## src/rtl/tdm_onetofour_demux.sv

```systemverilog
// Time-division 1-to-4 demultiplexer: rebuilds four parallel lanes from a slot-serial stream.
// Optional framing-error counter on ERRC is enabled by defining TDM_DEMUX_ERRCNT_EN.
module tdm_onetofour_demux #(
   parameter int unsigned W = 1
) (
   input  logic           clk,
   input  logic           rst,
   input  logic           E,
   input  logic [W-1:0]   D,
   input  logic           F,
   output logic [4*W-1:0] Y,
   output logic           V,
   output logic [1:0]     S,
   output logic           L,
   output logic           ERR,
   output logic [7:0]     ERRC
);

   localparam logic [0:0] HUNT = 1'b0;
   localparam logic [0:0] LOCK = 1'b1;

   logic [0:0]     state_q, state_d;
   logic [1:0]     slot_q, slot_d;
   logic [W-1:0]   sh0_q, sh0_d, sh1_q, sh1_d, sh2_q, sh2_d;
   logic [4*W-1:0] y_q, y_d;
   logic           v_q, v_d;
   logic           err_q, err_d;

   always_comb begin
      state_d = state_q;
      slot_d  = slot_q;
      sh0_d   = sh0_q;
      sh1_d   = sh1_q;
      sh2_d   = sh2_q;
      y_d     = y_q;
      v_d     = 1'b0;
      err_d   = 1'b0;
      if (E) begin
         if (state_q == HUNT) begin
            slot_d = 2'd0;
            if (F) begin
               sh0_d   = D;
               slot_d  = 2'd1;
               state_d = LOCK;
            end
         end else if (slot_q == 2'd0) begin
            if (F) begin
               sh0_d  = D;
               slot_d = 2'd1;
            end else begin
               // Missing sync: lose lock, Y keeps the last good frame.
               err_d   = 1'b1;
               slot_d  = 2'd0;
               state_d = HUNT;
            end
         end else if (F) begin
            // Early sync: drop the partial frame and restart at slot 0 with this sample.
            err_d  = 1'b1;
            sh0_d  = D;
            slot_d = 2'd1;
         end else begin
            case (slot_q)
               2'd1: begin
                  sh1_d  = D;
                  slot_d = 2'd2;
               end
               2'd2: begin
                  sh2_d  = D;
                  slot_d = 2'd3;
               end
               default: begin
                  y_d    = {D, sh2_q, sh1_q, sh0_q};
                  v_d    = 1'b1;
                  slot_d = 2'd0;
               end
            endcase
         end
      end
   end

   always_ff @(posedge clk) begin
      if (rst) begin
         state_q <= HUNT;
         slot_q  <= 2'd0;
         sh0_q   <= '0;
         sh1_q   <= '0;
         sh2_q   <= '0;
         y_q     <= '0;
         v_q     <= 1'b0;
         err_q   <= 1'b0;
      end else begin
         state_q <= state_d;
         slot_q  <= slot_d;
         sh0_q   <= sh0_d;
         sh1_q   <= sh1_d;
         sh2_q   <= sh2_d;
         y_q     <= y_d;
         v_q     <= v_d;
         err_q   <= err_d;
      end
   end

`ifdef TDM_DEMUX_ERRCNT_EN
   logic [7:0] errc_q;

   // Saturating count, incremented on the same edge that raises ERR.
   always_ff @(posedge clk) begin
      if (rst) begin
         errc_q <= 8'd0;
      end else if (err_d && (errc_q != 8'hFF)) begin
         errc_q <= errc_q + 8'd1;
      end
   end

   assign ERRC = errc_q;
`else
   assign ERRC = 8'd0;
`endif

   assign Y   = y_q;
   assign V   = v_q;
   assign S   = slot_q;
   assign L   = (state_q == LOCK);
   assign ERR = err_q;

endmodule

```

## config.mk

```make
export PLATFORM = sky130hd
export DESIGN_NAME = tdm_onetofour_demux
export DESIGN_NICKNAME = d
export VERILOG_FILES = /design/src/rtl/tdm_onetofour_demux.sv
export SDC_FILE = /design/constraint.sdc
export NUM_CORES = 1
export LEC_CHECK = 0
export CAP_MARGIN = 40
export CORE_MARGIN = 2
export CORE_UTILIZATION = 42
export CTS_BUF_LIST = sky130_fd_sc_hd__clkbuf_8
export CTS_CLUSTER_DIAMETER = 120
export DETAILED_ROUTE_END_ITERATION = 7
export PLACE_DENSITY = 0.75
export SLEW_MARGIN = 20
export SYNTH_ARGS = -nofsm -noshare
export SYNTH_HDL_FRONTEND = slang
export SYNTH_SLANG_ARGS = --single-unit
```

## constraint.sdc

```tcl
create_clock -name clk -period 1.6 [get_ports clk]
set_input_delay 0.24 -clock clk [delete_from_list [all_inputs] [get_ports clk]]
set_output_delay 0.24 -clock clk [all_outputs]
set_load 0.01 [all_outputs]
```

Word level (Yosys, flattened, before mapping):

Index checks and enable logic that the tools add are counted.

* eq/ne operators: 2
* mux-type cells: 11
* bitwise gates (word level): 5
* reduce and logical (&&, ||, !) cells: 8

Operator list (count)
* 5-bit AND reduction: 3
* 1-bit two-way mux: 7
* 2-bit two-way mux: 3
* 1-bit NOT: 5
* 5-bit OR reduction: 1
* 2-bit case mux with 2 select lines: 1
* 3-bit OR reduction: 1
* 2-bit by 1-bit == test with 1-bit output (second input constant): 1
* 2-bit == test (second input constant): 1
* 2-bit zero test: 1
* 2-bit AND reduction: 1
* 2-bit OR reduction: 1

* register bits after elaboration: 12
* bits of input ports: 5

Logic depth before layout (Yosys ltp):

* depth in word-level cells: 5
* mapped depth: 6

Worst setup path before layout:

Ideal clock, no wire load.

* path kind: reg2reg
* start: register slot_q[0], in the netlist S[0]
* end: register sh2_q
* library setup time: 0.119 ns
* cell stages (with the launch flop): 7
* buffers on the path: 0
* arrival: 1.150 ns
* setup slack: 0.330 ns
* cell sequence: dfxtp_1 inv_1 ha_1 inv_1 ha_1 nand4_1 mux2i_1

* word-level cells in the longest chain between the ends: 3

RTL lines
* from (decl): RTL line 23 `logic [1:0] slot_q, slot_d;`
* from (signal assigned): RTL line 93 `slot_q <= slot_d;`
* 2-bit zero test: RTL line 46 `end else if (slot_q == 2'd0) begin`
* 1-bit NOT (no line)
* 5-bit AND reduction (no line) *
* to (signal assigned): RTL line 87 `sh2_q <= '0;`
* to (signal assigned): RTL line 96 `sh2_q <= sh2_d;`
* to (decl): RTL line 24 `logic [W-1:0] sh0_q, sh0_d, sh1_q, sh1_d, sh2_q, sh2_d;`

Every way passes the cells marked *; elsewhere a longest branch is shown, timed or not.
A chain may end at the register's enable or synchronous reset.

Worst setup path after layout:

* start: register slot_q[0], in the netlist S[0]
* end: output S[0]

RTL lines
* to (decl): RTL line 13 `output logic [1:0] S,`

No word-level cell between the ends.

==> results.md <==
- Portion of synthesized cell area occupied by the leading cell type: 37.35%
- Antenna violation net count after detailed routing: 0
- Achievable Freq: 0.6852 GHz
- Via count: 462
- Grt ovf: 0
- Capture point of the worst reg-to-reg path: sh2_q$_SDFFE_PP0P_
- Worst reg2reg startpoint: S[0]$_SDFFE_PP0P_
- Clock buffer count from CTS: 3
- RSZ-0062 raised after global routing: false
- Synth Cell Area: approximately 640 um2
- Antenna violations before repair: 0
- Worst Path Required: ~1.4 ns
- Minimum hold slack: roughly 0.47 ns
- Dominant register cell in the synthesized netlist: dfxtp_1
- Total negative slack for setup checks: 0 ns
- Most frequent cell after synthesis: dfxtp_1
- Time the worst path needs with I/O delays and setup: 1.459 ns
- Peak VDD IR: 0.0003318 V
- First-pass GRT wire length: 1856 um
- Number of buffer and inverter stages on the critical path: 1
- Portion of total power attributed to the clock network: 47.0%
- Switching power of the nets: 0.1604 mW
- Pre-CTS WS: 0.1121 ns
- Ant diodes: 0
- Final Max Tran Viols: 0
- Clock tree from TritonCTS: built
- Detailed-placement wirelength estimate: 787.4 um
- Multiplexer fraction of the synthesized cell area: a little under a tenth
- Root buffer cell: clkbuf_8
- Vertical extent of the die: about 43 um
- DRC violations left: 0
- Total routing usage reported by global routing: 13.89%
- Via count of the first global-routing pass: 438
- Category of the critical setup timing path: reg2out
- Crit path setup slack, layout: 0.1406 ns
- Final worst-path cycle share: about nine tenths
- Max-cap check violation count: 0
- Top cell type by total area after synthesis: dfxtp_1
- Clock Skew: ~0.0030 ns
- Count of distinct cell types in the synthesized netlist: 20
- Sum of routed wire length over all layers: 1084 um
- Chip Width: 43.13 um
- Register clock-pin slew on the reported worst setup and hold paths: 0.06 ns
- Leading cell types by total area after synthesis: dfxtp_1 37%, ha_1 12%, mux2i_1 9.3%, buf_4 9.3%, nand2b_1 8.8%
- Pre-Repair DR Iteration Count: 2
- Core ar.: between 0.001 and 0.0015 mm2
- Total number of placement rows: 14
- Worst reg2reg path depth: 6
- Starting utilization of the core area: 43.71%
- Hold Fails Final Rpt: 0
- Leakage: 0.3350 nW
- Synth Area in Compound Gates: 7.198%
- Synthesis-to-finish area growth: 24.71%
- Number of synthesized flops with an enable pin: 0
- Average wire per standard cell: 11.53 um
- Cells after Synth: 64
- GR met1 Demand/Resource: 17.05%
- End of the worst hold path: Y[2]$_SDFFE_PP0P_
- Hold buffer count at cts: 0
- Part of the total power dissipated in sequential elements: a little over two fifths
- Number of nets in the layout: 90
- Routability congestion estimate: 0.7454
- Crit-path slowest cell: clkdlybuf4s50_1
- Worst hold path cell count: 2
- Source-to-sink clock delay at the later pin of the worst-skew pair: 0.24 ns
- Largest net degree at the start of global routing: 16
- Floorplan die area: 0.001860 mm2
- Result of the run: finished clean
- Number of synthesized register bits: 12
- HP Start: Y[2]$_SDFFE_PP0P_
- Arr. time, crit path: 1.22 ns
- Synthesized-area fraction occupied by xor and xnor cells: 0%
- I/O pin cnt: 22
- Delay of the slowest cell on the worst path: ~0.57 ns
- Switch share: approximately 22%
- Cells along the critical path: clkdlybuf4s50_1
- Max Fanout on Critical Path: 5
- Via density per instance: around 5
- IO buf count: 13
- Post-synthesis share of cell area spent on and, or, nand and nor gates: 18.87%
- Fraction of synthesis flops using an asynchronous set or reset pin: 0%
- Total of endpoints with negative setup slack in the final report: 0
- Met3 track demand over resource in global routing: 2.553%
- Kind of end point of the critical path: output pin
- Clk sinks: 12
- Worst reg2reg setup slack: 0.27 ns
- Worst min-delay path category: reg2reg
- Cell internal power dissipation: 0.5554 mW
- GRT met2 Usage: 20.00%
- Synthesized area per cell: roughly 10 um2
- H-tree depth reported by CTS: 1
- Max Buffers Root-to-Sink: 2
- List of most frequent post-synthesis cells: 12 x dfxtp_1, 9 x nand2b_1, 8 x buf_4, 6 x ha_1, 6 x mux2i_1
- Layout cells sized above 1: 8.974%
- Startpoint type of the worst setup path: flip-flop
- Adder and majority gate portion of the synthesized area: 11.67%
- Most used routing layer in global routing: met2
- Seq/Total Area, Yosys: 37.35%
- Largest family of logic cells by synthesized area: simple AND/OR/NAND/NOR gates
- Detailed router's first-iteration violation count: 5
- Number of warnings issued by yosys: 0
- Combinational power share: 9.4%
- Pwr/cell area: between 800 and 900 mW/mm2
- Delay-heaviest family, CP: buffers and inverters
cells in the final DEF, fill, tap and decap left out, drive strengths merged:
| master | n |
|---|---|
| clkdlybuf4s50 | 13 |
| dfxtp | 12 |
| nand2b | 9 |
| conb | 8 |
| mux2i | 6 |
| ha | 6 |
| inv | 4 |
| clkbuf | 4 |
| and4b | 2 |
| a21oi | 2 |
| a311oi | 2 |
| nand4 | 2 |
| nand3 | 1 |
| a21bo | 1 |
| nand4bb | 1 |
| nor3 | 1 |
| o32ai | 1 |
| nand3b | 1 |
| nor2 | 1 |
| buf | 1 |
area by class of cell:
cell class              count  area (um2)
multi-input cells          44       332.8
fillers                   121       669.4
well taps                  16       20.02
flip-flops and latches     12       241.5
inverters                   4       15.01
clock buffers               4       55.05
repair buffers             14       137.6
state kept, by name, indices dropped and copies added, names as in the netlist:
signal  flops
ERR         1
L           1
S           2
V           1
Y           4
sh0_q       1
sh1_q       1
sh2_q       1
through the flow:
step / utilization [%] / cells / power, mW / area [um2]
after floorplan: - / 71 / 0.3705 / 669.4
after global placement: 50.68 / 90 / 0.3834 / 745.7
after detailed placement: 50.68 / 90 / 0.3849 / 745.7
after CTS: 54.42 / 94 / 0.7229 / 800.8
after global routing: 54.51 / 94 / 0.7461 / 802.0
final: 54.51 / 94 / 0.7157 / 802.0
power by group through the flow:
stage	clock, mW	sequential, mW	combinational, mW
CTS	0.344	0.312	0.0673
detailed placement	0	0.318	0.0668
global route	0.358	0.314	0.0749
finish	0.336	0.312	0.0675
floorplan	0	0.318	0.0521
global placement	0	0.318	0.0656
metal layers:
metal	up-vias	part of all wire, %
met5	-	0
met4	0	3.8
met3	5	5.5
met2	17	44
met1	209	46
li1	231	-
how the worst max path moves through the flow:
| stage | start | end | slack, ns | cells past startpoint |
|---|---|---|---|---|
| 6_report | S[0]$_SDFFE_PP0P_ | S[0] | 0.14 | 1 |
| 5_1_grt | S[0]$_SDFFE_PP0P_ | S[0] | 0.07 | 1 |
| 4_1_cts | L$_SDFFE_PP0P_ | L | 0.05 | 1 |
| 3_5_place_dp | F | ERR$_SDFF_PP0_ | 0.11 | 4 |
| 3_3_place_gp | F | ERR$_SDFF_PP0_ | 0.13 | 4 |
| 2_1_floorplan | S[0]$_SDFFE_PP0P_ | sh2_q$_SDFFE_PP0P_ | 0.33 | 6 |
timing repair:
action,in CTS,in global routing
setup endpoints to repair,0,1
resized for setup,0,1
hold endpoints to repair,0,0
setup buffers,0,0
logic make-up (layout without fill, tap and decap cells):
logic type | after synthesis | after routing
and+or+nand+nor | 18 | 18
buffers and inverters | 15 | 22
DFF | 12 | 12
adders and majority gates | 6 | 6
AOI/OAI and AO/OA | 6 | 6
muxes | 6 | 6
other | 1 | 8
No activity file was read; power rests on OpenSTA's default activity.
